$ cat config.mk
export PLATFORM = sky130hd
export DESIGN_NAME = deserializer
export DESIGN_NICKNAME = d
export VERILOG_FILES = /design/src/rtl/deserializer.sv
export SDC_FILE = /design/constraint.sdc
export NUM_CORES = 1
export LEC_CHECK = 0
export CORE_ASPECT_RATIO = 1.1
export CORE_MARGIN = 5
export CORE_UTILIZATION = 35
export DETAILED_ROUTE_END_ITERATION = 16
export PLACE_DENSITY = 0.63
export SYNTH_ARGS = -nofsm -noshare
export SYNTH_HDL_FRONTEND = slang
export SYNTH_SLANG_ARGS = --single-unit
export TNS_END_PERCENT = 50
$ cat constraint.sdc
create_clock -name clk -period 2.1 [get_ports clk]
set_clock_uncertainty 0.1 [all_clocks]
set_input_delay 0.315 -clock clk [delete_from_list [all_inputs] [get_ports clk]]
set_output_delay 0.315 -clock clk [all_outputs]
set_load 0.05 [all_outputs]
$ cat src/rtl/deserializer.sv
`default_nettype none
// ============================================================================
//  Module      : deserializer
//  Description : SPI-style slave receiver. Shifts an instruction word in
//                MSB-first on mosi while cs_n is low, sampling on synchronized
//                spi_clk rising edges. Splits the word into opcode, key
//                address and text address, and hands it to the core over a
//                valid/ready handshake in the clk domain. Holds one completed
//                word while the consumer is busy. Any further words arriving
//                in that frame are dropped until cs_n goes high.
//  Ports       : clk, rst_n (async, active-low)
//                spi_clk, mosi, cs_n  - serial pins, asynchronous to clk
//                ready_in             - consumer can accept a word
//                opcode/key_addr/text_addr - word fields, valid with valid_out
//                valid_out            - one-cycle delivery strobe
//                overrun              - only with DESERIALIZER_OVERRUN_EN;
//                                       pulses on the first ignored bit of a
//                                       frame caused by a held word
//  Options     : `define DESERIALIZER_OVERRUN_EN adds the overrun output
//  Revision    : 1.0 - initial release
// ============================================================================
module deserializer #(
   parameter int ADDRW   = 8,
   parameter int OPCODEW = 2
) (
   input  logic               clk,
   input  logic               rst_n,
   input  logic               spi_clk,
   input  logic               mosi,
   input  logic               cs_n,
   input  logic               ready_in,
   output logic [OPCODEW-1:0] opcode,
   output logic [ADDRW-1:0]   key_addr,
   output logic [ADDRW-1:0]   text_addr,
   output logic               valid_out
`ifdef DESERIALIZER_OVERRUN_EN
   ,
   output logic               overrun
`endif
);

   localparam int SHIFT_W = OPCODEW + 2 * ADDRW;
   localparam int CNTW    = $clog2(SHIFT_W);
   localparam logic [CNTW-1:0] C_LAST_BIT = CNTW'(SHIFT_W - 1);

   // Two-flop synchronizers; spi_prev_q holds the prior synchronized sample
   // for edge detection.
   logic spi_s1_q, spi_s2_q, spi_prev_q;
   logic mosi_s1_q, mosi_s2_q;
   logic cs_s1_q, cs_s2_q;

   logic [SHIFT_W-1:0] shift_q, shift_d;
   logic [CNTW-1:0]    cnt_q, cnt_d;
   logic [SHIFT_W-1:0] pend_q, pend_d;
   logic               pvalid_q, pvalid_d;
   logic               drop_q, drop_d;

   logic w_rise;
   logic w_deliver;

   assign w_rise    = spi_s2_q & ~spi_prev_q;
   assign w_deliver = pvalid_q & ready_in;

`ifdef DESERIALIZER_OVERRUN_EN
   logic ovr_d;
`endif

   always_comb begin
      shift_d  = shift_q;
      cnt_d    = cnt_q;
      pend_d   = pend_q;
      pvalid_d = pvalid_q;
      drop_d   = drop_q;
`ifdef DESERIALIZER_OVERRUN_EN
      ovr_d    = 1'b0;
`endif
      if (w_deliver) begin
         pvalid_d = 1'b0;
      end
      if (cs_s2_q) begin
         // Deselect: abandon any partial word and re-arm for the next frame.
         cnt_d   = '0;
         shift_d = '0;
         drop_d  = 1'b0;
      end else if (w_rise) begin
         if (pvalid_q || drop_q) begin
            // Once a bit is lost the frame is misaligned, so the rest of it
            // is discarded even if the held word drains meanwhile.
            drop_d = 1'b1;
`ifdef DESERIALIZER_OVERRUN_EN
            ovr_d  = pvalid_q & ~drop_q;
`endif
         end else begin
            shift_d = {shift_q[SHIFT_W-2:0], mosi_s2_q};
            if (cnt_q == C_LAST_BIT) begin
               // Capture only happens with pvalid_q low, so it never
               // collides with a delivery in the same cycle.
               pend_d   = shift_d;
               pvalid_d = 1'b1;
               cnt_d    = '0;
            end else begin
               cnt_d = cnt_q + 1'b1;
            end
         end
      end
   end

   always_ff @(posedge clk or negedge rst_n) begin
      if (!rst_n) begin
         spi_s1_q   <= 1'b0;
         spi_s2_q   <= 1'b0;
         spi_prev_q <= 1'b0;
         mosi_s1_q  <= 1'b0;
         mosi_s2_q  <= 1'b0;
         cs_s1_q    <= 1'b1;
         cs_s2_q    <= 1'b1;
         shift_q    <= '0;
         cnt_q      <= '0;
         pend_q     <= '0;
         pvalid_q   <= 1'b0;
         drop_q     <= 1'b0;
         opcode     <= '0;
         key_addr   <= '0;
         text_addr  <= '0;
         valid_out  <= 1'b0;
`ifdef DESERIALIZER_OVERRUN_EN
         overrun    <= 1'b0;
`endif
      end else begin
         spi_s1_q   <= spi_clk;
         spi_s2_q   <= spi_s1_q;
         spi_prev_q <= spi_s2_q;
         mosi_s1_q  <= mosi;
         mosi_s2_q  <= mosi_s1_q;
         cs_s1_q    <= cs_n;
         cs_s2_q    <= cs_s1_q;
         shift_q    <= shift_d;
         cnt_q      <= cnt_d;
         pend_q     <= pend_d;
         pvalid_q   <= pvalid_d;
         drop_q     <= drop_d;
         valid_out  <= w_deliver;
         // Fields only change on delivery so they hold after the strobe.
         if (w_deliver) begin
            opcode    <= pend_q[SHIFT_W-1 -: OPCODEW];
            key_addr  <= pend_q[SHIFT_W-OPCODEW-1 -: ADDRW];
            text_addr <= pend_q[ADDRW-1:0];
         end
`ifdef DESERIALIZER_OVERRUN_EN
         overrun    <= ovr_d;
`endif
      end
   end

endmodule
`default_nettype wire

==> results of run 1 <==
## state kept, by name, indices dropped and copies added (netlist names)
name        cells
pend_q         18
text_addr       8
valid_out       1
mosi_s1_q       1
cnt_q           5
drop_q          1
mosi_s2_q       1
spi_s1_q        1
spi_prev_q      1
spi_s2_q        1
opcode          2
pvalid_q        1
cs_s1_q         1
shift_q        17
key_addr        8
cs_s2_q         1
## what timing repair did
| item | 4_1_cts | 5_1_grt |
|---|---|---|
| endpoints found under the setup margin | 0 | 0 |
| hold buffers | 1 | 0 |
| hold endpoints to repair | 12 | 0 |
## per-stage QoR
stage / power, uW / cell area (um2) / util, % / worst slack, ns
CTS: 2480 / 3150 / 44.5 / 0.162
finish: 2440 / 3150 / 44.5 / 0.167
global route: 2550 / 3150 / 44.5 / 0.116
global placement: 1430 / 2950 / 41.6 / 0.215
floorplan: 1380 / 2570 / - / 0.110
detailed placement: 1430 / 2950 / 41.6 / 0.176
## per-layer routing
metal	part of all wire, %	track usage, %
met3	5.0	2.92
met4	2.6	6.51
met5	0	0
met1	49	12.8
met2	43	14.2
## power by group through the flow
stage	Combinational, uW	Sequential [uW]	Clock [uW]
after floorplan	28.8	1350	0
after global placement	71.8	1360	0
after detailed placement	72.8	1360	0
after CTS	74.4	1330	1080
after global routing	81.4	1330	1140
final	71.0	1330	1040
## worst paths after layout
kind	cells after the start	startpoint	endpoint	slack, ns
worst max-delay path	4	pvalid_q	pend_q[6]	0.17
worst min-delay path	0	spi_s1_q	spi_s2_q	0.25
worst max register to register	4	pvalid_q	pend_q[6]	0.17
worst min register to register	0	spi_s1_q	spi_s2_q	0.25
max in group asynchronous	3	rst_n	shift_q[4]	1.01
min in group asynchronous	2	rst_n	key_addr[4]	0.30
## Yosys cell counts, drive strengths merged
master	instances
a21o	3
a21oi	2
a22o	17
a31oi	2
buf	5
clkbuf	2
dfrtp	66
dfstp	2
ha	2
inv	5
mux2	36
nand2	2
nand3	3
nand4bb	1
nor2	2
nor2b	1
nor3	1
nor4	2
nor4bb	1
o21ai	2
or3	2
or4	1
or4b	1
## cell usage in the layout, fill, tap and decap left out, types with 2 or more instances in the layout
master / instances
dfrtp_1: 66
mux2_2: 27
clkdlybuf4s50_1: 23
a22o_1: 17
clkbuf_8: 11
buf_4: 10
mux2_4: 9
inv_1: 5
a21o_1: 3
nand3_1: 3
nand2_1: 2
o21ai_0: 2
a21oi_1: 2
nor4_1: 2
or3_1: 2
a31oi_1: 2
ha_1: 2
dfstp_2: 2
## final cells by class
| cell class | count | area, um2 | share of cell area, % |
|---|---|---|---|
| timing repair buffer | 36 | 340 | 10.8 |
| multi-input combinational | 81 | 791 | 25.1 |
| inverter | 5 | 18.8 | 0.596 |
| sequential | 68 | 1700 | 54.1 |
| clock inverter | 2 | 35.0 | 1.11 |
| clock buffer | 12 | 155 | 4.92 |
| tap | 85 | 106 | 3.38 |
## cell families after synthesis
kind of cell / share of synthesized area, %
compound gates: 7.93
mux: 17.1
simple gates: 4.77
flops: 66.3
fa+ha+maj: 0.973
buf+inv: 2.97
## worst max-delay path, stage by stage (launching register included)
cell	delay, ns
dfrtp_1	0.41
or4b_4	0.55
nor3_4	0.14
buf_4	0.26
mux2_2	0.36
==> results.md, run 1 <==
- Status: complete, no violations
- Die W: 91.7 um
- Final worst-path cycle share: 92.0%
- Initial antenna violation count: 0
- GRT overflow: 0
- DRT Wirelength: 4040 um
- Placer Congestion: 0.705
- Die area: 0.00916 mm2
- Layout cells sized above 1: 32.4%
- CTS clk-pin slew, worst paths: 0.07 ns
- Via density: 4.88
- Critical path class: register to register
- Synth Warn #: 0
- Global-route usage over all layers: 9.83%
- Tmin final: 1.93 ns
- Placed Cells: between 200 and 300
- Pre-Repair DR Iteration Count: 4
- Clock buffer depth: 2
- Finished Layout Cells: 289
- Nets@finish: 209
- WL/cell: between 10 and 15 um
- Post-CTS Setup Inserts: 0
- Synthesized Nets: 169
- Switching share of power: 20.2%
- Crit path launch type: register
- Vias in the first global route: between 1000 and 1500
- Cell Int Power: 1950 uW
- Post-synth cell types: 28
- Mapped Area: around 0.0026 mm2
- Top cell type's share of synthesized area: 64.2%
- Layout area overhead: 22.5%
- Relative slew slack: ~66%
- Post-Synthesis Cells: 161
- Worst-path maximum fanout: 12
- WP data arrival: 2.05 ns
- Final hold slack: 0.250 ns
- Combinational share of power: 2.9%
- Die Y: ~100 um
- Worst Path Required: approximately 2.2 ns
- Via count: 1409
- DRC violations left: 0
- Post-DP HPWL: 2740 um
- Sequential power share: a little over half
- Worst skew pair latency: 0.33 ns
- Sw Pwr: 494 uW
- PD cells: 775 mW/mm2
- Crit. End Element: register
- Antenna Violating Nets Remaining: 0
- # port buffers: 24
- Setup-failing EPs final: 0
- Core footprint: ~0.007 mm2
- Io pins: 25
- Synth top area cells: dfrtp_1 64%, mux2_2 12%, a22o_1 5.8%
- Sequential fraction of the synthesis area: about 66%
- Antenna fix cells: 0
- RSZ-0062 raised after global routing: false
- Row count: 32
- Synthesized area per cell: 16.0 um2
- CTS buffer count: 9
- Endpoints failing hold: 0
- MaxCap Viol Count: 0
- H-tree depth: 3
- Slew Limit Fails: 0
- CTS resizes: 0
- Leak: 0.00154 uW
- FILL cells: 639
- Yosys top cell by area: dfrtp_1
- First-pass GRT wire length: 6980 um
- HP Class: register to register
- Clk pwr share: a little over two fifths
- Sink Count: 68
- Starting Density: 36.3%
- Register bit total from synthesis: 68
- Largest net degree at the start of global routing: 35
- Setup total negative slack: 0 ns
- Iteration-0 DRC Markers: 43
- TritonCTS clock tree: done
- Peak supply drop: about 0.00035 V
- Worst Max-Slew Pin Slew: 0.502 ns
- CTS root buffer: clkbuf_8
- Max Freq: 517 MHz
No activity file was read; power rests on OpenSTA's default activity.
==> run 2: changes to the inputs <==
DONT_BUFFER_PORTS = 1   (was unset)
PLACE_DENSITY = 0.59   (was 0.63)
==> run 2 against run 1 <==
Net effect:
- routed wire length is 5.2% higher
- core utilization is 3.0 points lower
- sequential share of layout area is 3.9 points higher
- largest power group unchanged
- highest routed layer unchanged
- combinational power is 10% lower
- clock-buffer cell count is 2 lower
==> results.md, run 2 (synthesis gave the netlist of run 1 again) <==
- CTS buffer count: 9
- Multi-input gate area: 791 um2
- Core footprint: 0.00709 mm2
- CTS clk-pin slew, worst paths: 0.07 ns
- CP peak stage delay: roughly 0.61 ns
- DRT Wirelength: 4250 um
- Total power: approximately 2500 uW
- Iteration-0 DRC Markers: 75
- Die area: between 0.009 and 0.01 mm2
- FILL cells: 640
- Crit-path slowest cell: or4b_4
- Pre-Repair DR Iteration Count: 4
- TritonCTS clock tree: done
- GRT overflow: 0
- Most common cell after layout, fill and taps aside: dfrtp_1
- Worst setup margin: 0.124 ns
- Placer Congestion: 0.685
- Worst Path Required: 2.22 ns
- Io pins: 25
- Crit path max-delay family: simple AND/OR/NAND/NOR gates
- Worst skew pair latency: 0.34 ns
- WL/cell: 16.0 um
- Max Freq: just over 500 MHz
- Via density: 5.10
- Layout area overhead: 14.3%
- Finished Layout Cells: 265
- Sequential cell area: roughly 0.0017 mm2
- Sink Count: 68
- Antenna Violating Nets Remaining: 0
- First-pass GRT wire length: 7400 um
- Starting Density: roughly 36%
- Commonest non-fill, non-tap cells in the layout: 66 x dfrtp_1, 27 x mux2_2, 17 x a22o_1
- Row count: 32
- Tmin final: 1.98 ns
- Leak: approximately 0.0014 uW
- Endpoints failing hold: 0
- Nets@finish: roughly 180
- Relative slew slack: roughly two thirds
- Pre-CTS setup slack: 0.135 ns
- RSZ-0062 raised after global routing: false
- Layout cells sized above 1: 35.0%
- Setup total negative slack: 0 ns
- Largest regs: pend_q (18), shift_q (17)
- MaxCap Viol Count: 0
- Worst Max-Slew Pin Slew: 0.510 ns
- Worst-path maximum fanout: 19
- Antenna fix cells: 0
- Largest register FFs: 18
- # port buffers: 0
- HP Class: primary input to register
- Critical path cell sequence: or4b_4, nor3_4, buf_12, mux2_2
- Status: complete, no violations
- Slew Limit Fails: 0
- WP data arrival: 2.10 ns
- Critical path class: register to register
- Setup-failing EPs final: 0
- Final worst-path cycle share: 94.1%
- H-tree depth: 3
- Clock buffer depth: 2
- Initial antenna violation count: 0
- Buf+Inv Stages, Crit Path: 1
- Via count: ~1400
- Crit path launch type: register
- Vias in the first global route: 1425
- Placed Cells: approximately 240
- Post-DP HPWL: 2780 um
- Die Y: 99.9 um
- Crit. End Element: register
- PD cells: 835 mW/mm2
- Peak supply drop: 0.000394 V
- Post-CTS Setup Inserts: 0
- Largest Register: pend_q
- Die W: 91.7 um
- Largest net degree at the start of global routing: 69
- CTS root buffer: clkbuf_8
- DRC violations left: 0
- Global-route usage over all layers: 10.7%
-- run 2: cell count changes in the layout (fill, tap and decap cells not counted), sizes merged --
| cell | previous run | this run |
|---|---|---|
| clkinv | 1 | 3 |
| clkdlybuf4s50 | 23 | 0 |
| clkbuf | 12 | 10 |
| clkinvlp | 0 | 2 |
| buf | 12 | 6 |
| dlygate4sd3 | 1 | 4 |
-- run 2: path summary, 6_finish.rpt --
kind | start | slack (ns) | end | cells after the start
max | pvalid_q | 0.12 | pend_q[4] | 4
min | ready_in | 0.05 | pvalid_q | 2
max reg2reg | pvalid_q | 0.12 | pend_q[4] | 4
min reg2reg | spi_s1_q | 0.25 | spi_s2_q | 0
max in group asynchronous | rst_n | 1.18 | cs_s1_q | 2
min in group asynchronous | rst_n | 0.40 | pend_q[12] | 2
-- run 2: what timing repair did --
| item | CTS | global route |
|---|---|---|
| hold endpoints to repair | 71 | 0 |
| hold buffers | 5 | 0 |
| resized for setup | 0 | 0 |
-- run 2: cell type report --
| type | instances | area share, % |
|---|---|---|
| repair buffers | 10 | 4.00 |
| clock buffers | 10 | 4.68 |
| well taps | 85 | 3.62 |
| clock inverters | 6 | 2.17 |
| flip-flops and latches | 68 | 58.0 |
| multi-input cells | 81 | 26.9 |
| inverters | 5 | 0.639 |
-- run 2: routing by layer --
metal | up-vias | GRT usage [%] | routed length (um)
li1 | 612 | - | -
met1 | 685 | 12.3 | 1830
met2 | 40 | 16.0 | 2040
met3 | 14 | 6.15 | 269
met4 | 0 | 5.14 | 114
met5 | - | 0 | 0
-- run 2: worst reg2reg max path: cells and delay by family, from the launching register on --
family	cells	cell delay [ns]
buffers and inverters	1	0.20
flip-flops	1	0.41
multiplexers	1	0.36
AND/OR/NAND/NOR	2	0.79
-- run 2: power by group --
group          switching (uW)  internal [uW]
sequential               9.43           1320
clock                     482            577
combinational            42.9           20.8
total                     534           1920
-- run 2: stage by stage --
| stage | util [%] | cell area, um2 | hold slack, ns |
|---|---|---|---|
| after floorplan | - | 2570 | -0.0806 |
| after global placement | 37.7 | 2670 | -0.0789 |
| after detailed placement | 37.7 | 2670 | -0.0789 |
| after CTS | 41.5 | 2940 | 0.0384 |
| after global routing | 41.5 | 2940 | 0.0464 |
| final | 41.5 | 2940 | 0.0511 |
